## src/rtl/etapa_fetch.sv

```systemverilog
// ---------------------------------------------------------------------------
// etapa_fetch -- instruction-fetch stage with IF/ID pipeline register.
//
// The stage fetches one instruction per request from an instruction memory
// with a variable (0..N cycle) acknowledge latency. A hazard unit can stall
// the stage, and a taken branch can flush it and redirect it to a new PC.
//
// Ports
//   clk            in   single clock, rising edge
//   reset_n        in   asynchronous active-low reset
//   proximoPC      in   next PC chosen by the downstream next-PC MUX
//   stall          in   hold PC and IF/ID
//   flush          in   squash wrong-path fetch, redirect to proximoPC
//   imemReq        out  instruction-memory request (high only while fetching)
//   imemAddr       out  fetch address (current PC)
//   imemAck        in   memory returns imemData this cycle
//   imemData       in   fetched instruction word
//   salidaPC       out  current PC register
//   pcMas4         out  salidaPC + 4 (wraps modulo 2^ANCHO)
//   instruccionID  out  IF/ID instruction register
//   pcMas4ID       out  IF/ID PC+4 register
//   validoID       out  IF/ID holds a real instruction (0 = bubble)
// ---------------------------------------------------------------------------
module etapa_fetch #(
    parameter int unsigned      ANCHO    = 32,
    parameter logic [ANCHO-1:0] PC_RESET = '0
) (
    input  logic             clk,
    input  logic             reset_n,
    input  logic [ANCHO-1:0] proximoPC,
    input  logic             stall,
    input  logic             flush,
    output logic             imemReq,
    output logic [ANCHO-1:0] imemAddr,
    input  logic             imemAck,
    input  logic [ANCHO-1:0] imemData,
    output logic [ANCHO-1:0] salidaPC,
    output logic [ANCHO-1:0] pcMas4,
    output logic [ANCHO-1:0] instruccionID,
    output logic [ANCHO-1:0] pcMas4ID,
    output logic             validoID
);

    localparam logic [ANCHO-1:0] CUATRO = ANCHO'(4);

    typedef enum logic [1:0] {
        INICIO   = 2'd0,
        EMITIR   = 2'd1,
        RETENIDO = 2'd2
    } estado_t;

    estado_t          estado_q, estado_d;

    logic [ANCHO-1:0] pc_q, pc_d;
    logic [ANCHO-1:0] instr_id_q, instr_id_d;
    logic [ANCHO-1:0] pc4_id_q, pc4_id_d;
    logic             valido_id_q, valido_id_d;
    logic [ANCHO-1:0] buf_instr_q, buf_instr_d;
    logic             descartar_q, descartar_d;
    logic [ANCHO-1:0] pc_destino_q, pc_destino_d;

    logic [ANCHO-1:0] pc_mas4;

    // Modulo 2^ANCHO by construction: 0xFFFF_FFFC + 4 wraps to 0.
    assign pc_mas4 = pc_q + CUATRO;

    // -----------------------------------------------------------------------
    // FSM: state register
    // -----------------------------------------------------------------------
    always_ff @(posedge clk or negedge reset_n) begin
        if (!reset_n) begin
            estado_q <= INICIO;
        end else begin
            estado_q <= estado_d;
        end
    end

    // -----------------------------------------------------------------------
    // FSM: next-state logic (flush always wins over stall)
    // -----------------------------------------------------------------------
    always_comb begin
        estado_d = estado_q;
        case (estado_q)
            INICIO: begin
                estado_d = EMITIR;
            end
            EMITIR: begin
                // Only a good (not discarded, not flushed) response that meets
                // a stall has to be parked in bufInstr.
                if (imemAck && !flush && !descartar_q && stall) begin
                    estado_d = RETENIDO;
                end
            end
            RETENIDO: begin
                if (flush || !stall) begin
                    estado_d = EMITIR;
                end
            end
            default: begin
                estado_d = INICIO;
            end
        endcase
    end

    // -----------------------------------------------------------------------
    // FSM: outputs. The request is held for the whole EMITIR state, so the
    // address (PC) cannot change while a request is outstanding.
    // -----------------------------------------------------------------------
    always_comb begin
        imemReq = (estado_q == EMITIR);
    end

    // -----------------------------------------------------------------------
    // Datapath next-state: PC, IF/ID, response buffer and flush bookkeeping
    // -----------------------------------------------------------------------
    always_comb begin
        logic             burbuja;
        logic             cargar;
        logic [ANCHO-1:0] dato_carga;

        burbuja      = 1'b0;
        cargar       = 1'b0;
        dato_carga   = imemData;

        pc_d         = pc_q;
        instr_id_d   = instr_id_q;
        pc4_id_d     = pc4_id_q;
        valido_id_d  = valido_id_q;
        buf_instr_d  = buf_instr_q;
        descartar_d  = descartar_q;
        pc_destino_d = pc_destino_q;

        case (estado_q)
            EMITIR: begin
                if (!imemAck) begin
                    if (flush) begin
                        // The request cannot be withdrawn; remember that its
                        // data must be dropped and where to go afterwards.
                        descartar_d  = 1'b1;
                        pc_destino_d = proximoPC;
                        burbuja      = 1'b1;
                    end else if (!stall) begin
                        burbuja = 1'b1;
                    end
                end else if (flush) begin
                    pc_d        = proximoPC;
                    descartar_d = 1'b0;
                    burbuja     = 1'b1;
                end else if (descartar_q) begin
                    pc_d        = pc_destino_q;
                    descartar_d = 1'b0;
                    burbuja     = 1'b1;
                end else if (stall) begin
                    buf_instr_d = imemData;
                end else begin
                    cargar = 1'b1;
                    pc_d   = proximoPC;
                end
            end
            RETENIDO: begin
                if (flush) begin
                    pc_d    = proximoPC;
                    burbuja = 1'b1;
                end else if (!stall) begin
                    cargar     = 1'b1;
                    dato_carga = buf_instr_q;
                    pc_d       = proximoPC;
                end
            end
            default: begin
            end
        endcase

        if (burbuja) begin
            instr_id_d  = '0;
            pc4_id_d    = '0;
            valido_id_d = 1'b0;
        end else if (cargar) begin
            instr_id_d  = dato_carga;
            pc4_id_d    = pc_mas4;
            valido_id_d = 1'b1;
        end
    end

    // -----------------------------------------------------------------------
    // Datapath registers
    // -----------------------------------------------------------------------
    always_ff @(posedge clk or negedge reset_n) begin
        if (!reset_n) begin
            pc_q         <= PC_RESET;
            instr_id_q   <= '0;
            pc4_id_q     <= '0;
            valido_id_q  <= 1'b0;
            buf_instr_q  <= '0;
            descartar_q  <= 1'b0;
            pc_destino_q <= '0;
        end else begin
            pc_q         <= pc_d;
            instr_id_q   <= instr_id_d;
            pc4_id_q     <= pc4_id_d;
            valido_id_q  <= valido_id_d;
            buf_instr_q  <= buf_instr_d;
            descartar_q  <= descartar_d;
            pc_destino_q <= pc_destino_d;
        end
    end

    assign imemAddr      = pc_q;
    assign salidaPC      = pc_q;
    assign pcMas4        = pc_mas4;
    assign instruccionID = instr_id_q;
    assign pcMas4ID      = pc4_id_q;
    assign validoID      = valido_id_q;

endmodule

```

## config.mk

```make
export PLATFORM = sky130hd
export DESIGN_NAME = etapa_fetch
export DESIGN_NICKNAME = d
export VERILOG_FILES = /design/src/rtl/etapa_fetch.sv
export SDC_FILE = /design/constraint.sdc
export NUM_CORES = 1
export LEC_CHECK = 0
export BUFFER_PORTS_ARGS = -buffer_cell sky130_fd_sc_hd__buf_2
export CAP_MARGIN = 20
export CORE_ASPECT_RATIO = 0.8
export CORE_MARGIN = 10
export CORE_UTILIZATION = 47
export CTS_CLUSTER_DIAMETER = 100
export CTS_CLUSTER_SIZE = 12
export DETAILED_ROUTE_END_ITERATION = 10
export PLACE_DENSITY = 0.78
export SYNTH_ARGS = -nofsm -noshare
export SYNTH_HDL_FRONTEND = slang
export SYNTH_SLANG_ARGS = --single-unit
```

## constraint.sdc

```tcl
create_clock -name clk -period 1.9 [get_ports clk]
set_input_delay 0.095 -clock clk [delete_from_list [all_inputs] [get_ports clk]]
set_output_delay 0.095 -clock clk [all_outputs]
set_load 0.1 [all_outputs]
```

Yosys cells after proc, flatten, opt, wreduce, memory -nomap -nowiden
Cells that the tools add are included.
{ "op_classes": {"mux": 32, "eq_ne": 5, "addsub": 1, "n_bitwise": 3, "reduce_logical": 16} }
{ "op_table": {"columns": ["cell", "count"], "rows": [
  ["$mux 32", 12],
  ["$pmux 32 s2", 1],
  ["$add 32x3->32 const B", 1],
  ["$mux 1", 14],
  ["$pmux 2 s3", 1],
  ["$reduce_and 2->1", 3],
  ["$reduce_bool 2->1", 3],
  ["$mux 2", 2],
  ["$ne 2x1->1 const B", 2],
  ["$pmux 1 s2", 2],
  ["$reduce_and 4->1", 1],
  ["$logic_and 1x1->1", 3],
  ["$logic_not 1->1", 3],
  ["$not 1->1", 3],
  ["$reduce_and 3->1", 1],
  ["$eq 2x1->1 const B", 1],
  ["$eq 2x2->1 const B", 1],
  ["$logic_not 2->1", 1],
  ["$ne 2x2->1 const B", 1],
  ["$logic_or 1x1->1", 1]
]} }
{ "word_totals": {"out_inout_bits": 162, "wordCells": 65, "reg_bits": 164} }

Longest topological paths before layout
{ "depth": {"depth_word": 7, "depth_mapped": 9, "mapped_depth_nobuf": 7} }

Worst setup path after synthesis
Ideal clock, no wire load.
{ "synth_timing": {"kind": "reg2reg", "start": "register pc_q[2], in the netlist imemAddr[2]", "end": "register pc4_id_q[24], in the netlist pcMas4ID[24]", "period_less_slack_ns": 4.009, "path_stages_with_launch": 7, "required_ns": 1.825, "arrival_ns": 3.934, "path_buffers": 0, "setup_ns": 0.075, "setup_slack_ns": -2.109, "path_cell_list": "dfrtp_1 -> ha_1 -> nand4_1 -> nor3_1 -> nand3_1 -> xnor2_1 -> a22o_1"} }
{ "synth_between": {"elab_chain_cells": 3} }
{ "synth_lines": {"columns": ["item", "line", "rtl"], "rows": [
  ["start, declared", "54", "logic [ANCHO-1:0] pc_q, pc_d;"],
  ["start signal, assigned", "198", "pc_q <= pc_d;"],
  ["$add 32x3->32", "65", "assign pc_mas4 = pc_q + CUATRO;"],
  ["via pcMas4[24]", "38", "output logic [ANCHO-1:0] pcMas4,"],
  ["$mux 32", "178", "end else if (cargar) begin"],
  ["$mux 32", "174", "if (burbuja) begin"],
  ["end signal, assigned", "200", "pc4_id_q <= pc4_id_d;"],
  ["end, declared", "56", "logic [ANCHO-1:0] pc4_id_q, pc4_id_d;"]
]} }
The timed path passes the listed nets, and every way through them passes these cells. The select of a mux whose other input is x is not followed.
A chain may end at the register's enable or synchronous reset.

Worst setup path in the final report
{ "layout_timing": {"start": "register pc_q[14], in the netlist imemAddr[14]", "end": "output port pcMas4[30]"} }
{ "layout_between": {"elab_chain_cells": 1} }
{ "layout_lines": {"columns": ["item", "line"], "rows": [
  ["$add 32x3->32", "65"],
  ["end, declared", "38"]
]} }
No other way between the ends.

==> impl_metrics.ini <==
[placement]
port_buffers = 230
numPlacedInstances = 1086
dp_hpwl_mm = 16.4
place_congestion = 0.840

[timing]
tightest_slew_ns = 0.544
hold_viol = 0
finalCritPeriodShare_pct = 125
fin_crit_ns = 2.37
drv_slew = 0
setup_viol = 26
setup_ws_ns = -0.467
fmax_ghz = 0.423
hold_slack_ns = 0.0335
worst_clock_skew_ns = 0.0116
rsz0062_at_grt = yes
slew_headroom_pct = 64.0

[logic_synthesis]
ys_ff_latch = 164
synth_nets = 724
synth_common_cells = dfrtp_1, nand2_1, o21ai_0
ys.flop_type = dfrtp_1
synth_area_leaders = dfrtp_1, mux2_2, o21ai_0
synth_cell_types = 44
synthDominantCellAreaShare_pct = 54.7
synth_warnings = 0
yosysSeqAreaShare_pct = 54.7
syn-cell-area_um2 = 7510
ys_async_sr_fraction_pct = 100
synth_area_leader_cell = dfrtp_1
synth_edf_count = 0
yosysMostFrequentCell = dfrtp_1
syn_inst = 651
synth.avg_cell_area_um2 = 11.5

[clock_tree]
clk_pin_slew_worst_paths_ns = 0.07
clk_latency_ns = 0.43
numClockSinks = 164
cts_tree = done
root_buffer = clkbuf_16
cts_buffers = 17
cts-htree-levels = 4
clk_path_buf_depth = 2

[global_route]
grt_use_total_pct = 22.3
antenna_found_initial = 2
grt_max_degree = 51
grt_first_pass_wirelength_mm = 38.1
first_global_vias = 6942
gr-total-overflow = 0

[job]
maxCapViolations = 0

[min_path]
worstHoldPathType = primary input to flip-flop
min_path_cells = 3

[floorplan]
coreArea_um2 = 15700
die_area_um2 = 21500
dieHeight_um = 133
rows = 41
io_pins = 231
start_util_pct = 47.8
die_x_um = 161

[run_status]
status = finished, violations left
violations = negative setup slack

[detailed_routing]
vias_per_cell = 5.35
drtPass1Iterations = 5
avgRoutedWirePerCell_um = 20.2
routed_wl_mm = 24.6
ant_nets = 0
drc = 0
vias = 6505
drt-initial-drc-count = 384

[critical_path]
path_class = flip-flop to output port
worstPathArrival_ns = 2.27
cp-end-kind = output port
path_max_fanout = 3
required_ns = 1.80
reg2reg_depth = 9
worst_setup_path_start_kind = flip-flop

[cells_and_area]
syn_to_final_growth_pct = 61.0
nFillCells = 923
drive_above_1_share_pct = 52.6
stdcell_count = 1217
nNetsFinal = 1060
critical path: stages (launching register included):
cell and delay (ns):
dfrtp_4 0.43, buf_6 0.10, nand4_1 0.20, nor4_4 0.38, nand4_1 0.27, xnor2_4 0.27, buf_12 0.20
per-layer routing:
metal  part of all wire [%]  vias to the layer above  global-route usage, %
li1                       -                     2966                      -
met1                     38                     3269                   25.7
met2                     53                      227                   38.6
met3                    6.2                       43                   6.48
met4                    2.2                        0                   8.17
met5                      0                        -                      0
state kept, by name, summed over array words and instances, names as in the netlist:
signal	cells
pcMas4ID	32
pc_destino_q	32
validoID	1
buf_instr_q	32
descartar_q	1
imemAddr	32
estado_q	2
instruccionID	32
final timing paths:
| path | start | to | slack (ns) |
|---|---|---|---|
| setup reg to reg | imemAddr[8] | pcMas4ID[12] | -0.06 |
| hold / removal | flush | descartar_q | 0.03 |
| setup / recovery | imemAddr[14] | pcMas4[30] | -0.47 |
| hold reg to reg | instruccionID[28] | instruccionID[28] | 0.48 |
| min in group asynchronous | reset_n | pc_destino_q[12] | 0.18 |
| max in group asynchronous | reset_n | imemAddr[28] | 1.10 |
placed cells by master, fill, tap and decap left out, types with 20 or more instances in the layout:
cell type	synthesis	routed
nand2_1	77	71
mux2i_1	32	32
a22oi_1	32	32
buf_4	34	61
buf_6	1	20
o21ai_0	67	60
dlygate4sd3_1	0	66
a22o_1	31	31
mux2_2	64	64
dfrtp_1	164	136
buf_12	0	44
dfrtp_4	0	21
buf_2	6	201
stage by stage:
step	util, %	TNS (ns)	worst slack, ns	instance area (um^2)
after global placement	65.4	0	0.00392	10300
after detailed placement	65.4	-0.0224	-0.0149	10300
after global routing	77.0	-9.88	-0.536	12100
final	77.0	-7.49	-0.467	12100
after CTS	75.0	-7.22	-0.451	11800
after floorplan	-	-24.41	-0.771	8240
area by class of cell:
class                   instances  area, um^2  share of cell area (%)
clock buffers                  17         425                    3.52
diodes                          2        5.00                  0.0414
clock inverters                15         170                    1.41
inverters                       6        22.5                   0.186
multi-input cells             406        3770                    31.2
flip-flops and latches        164        4190                    34.7
repair buffers                392        3230                    26.7
well taps                     215         269                    2.23
timing repair:
action / in CTS / in global routing
hold buffers: 66 / 0
endpoints found under the setup margin: 26 / 55
endpoints found under the hold margin: 154 / 0
pin swaps: 24 / 26
setup buffers: 12 / 19
gates resized for setup: 33 / 31
logic make-up (layout without fill, tap and decap cells):
kind of cell,Yosys count,in the layout,share of synthesized area [%]
compound gates,144,144,12.5
xor+xnor,28,28,3.37
fa+ha+maj,4,4,0.667
buf+inv,81,430,5.97
flops,164,164,54.7
mux,96,96,13.9
other cells,0,2,0
simple gates,134,134,8.95
Power is not shown: default switching activity piles up to over one toggle a cycle in this logic, so the estimate is an artifact.
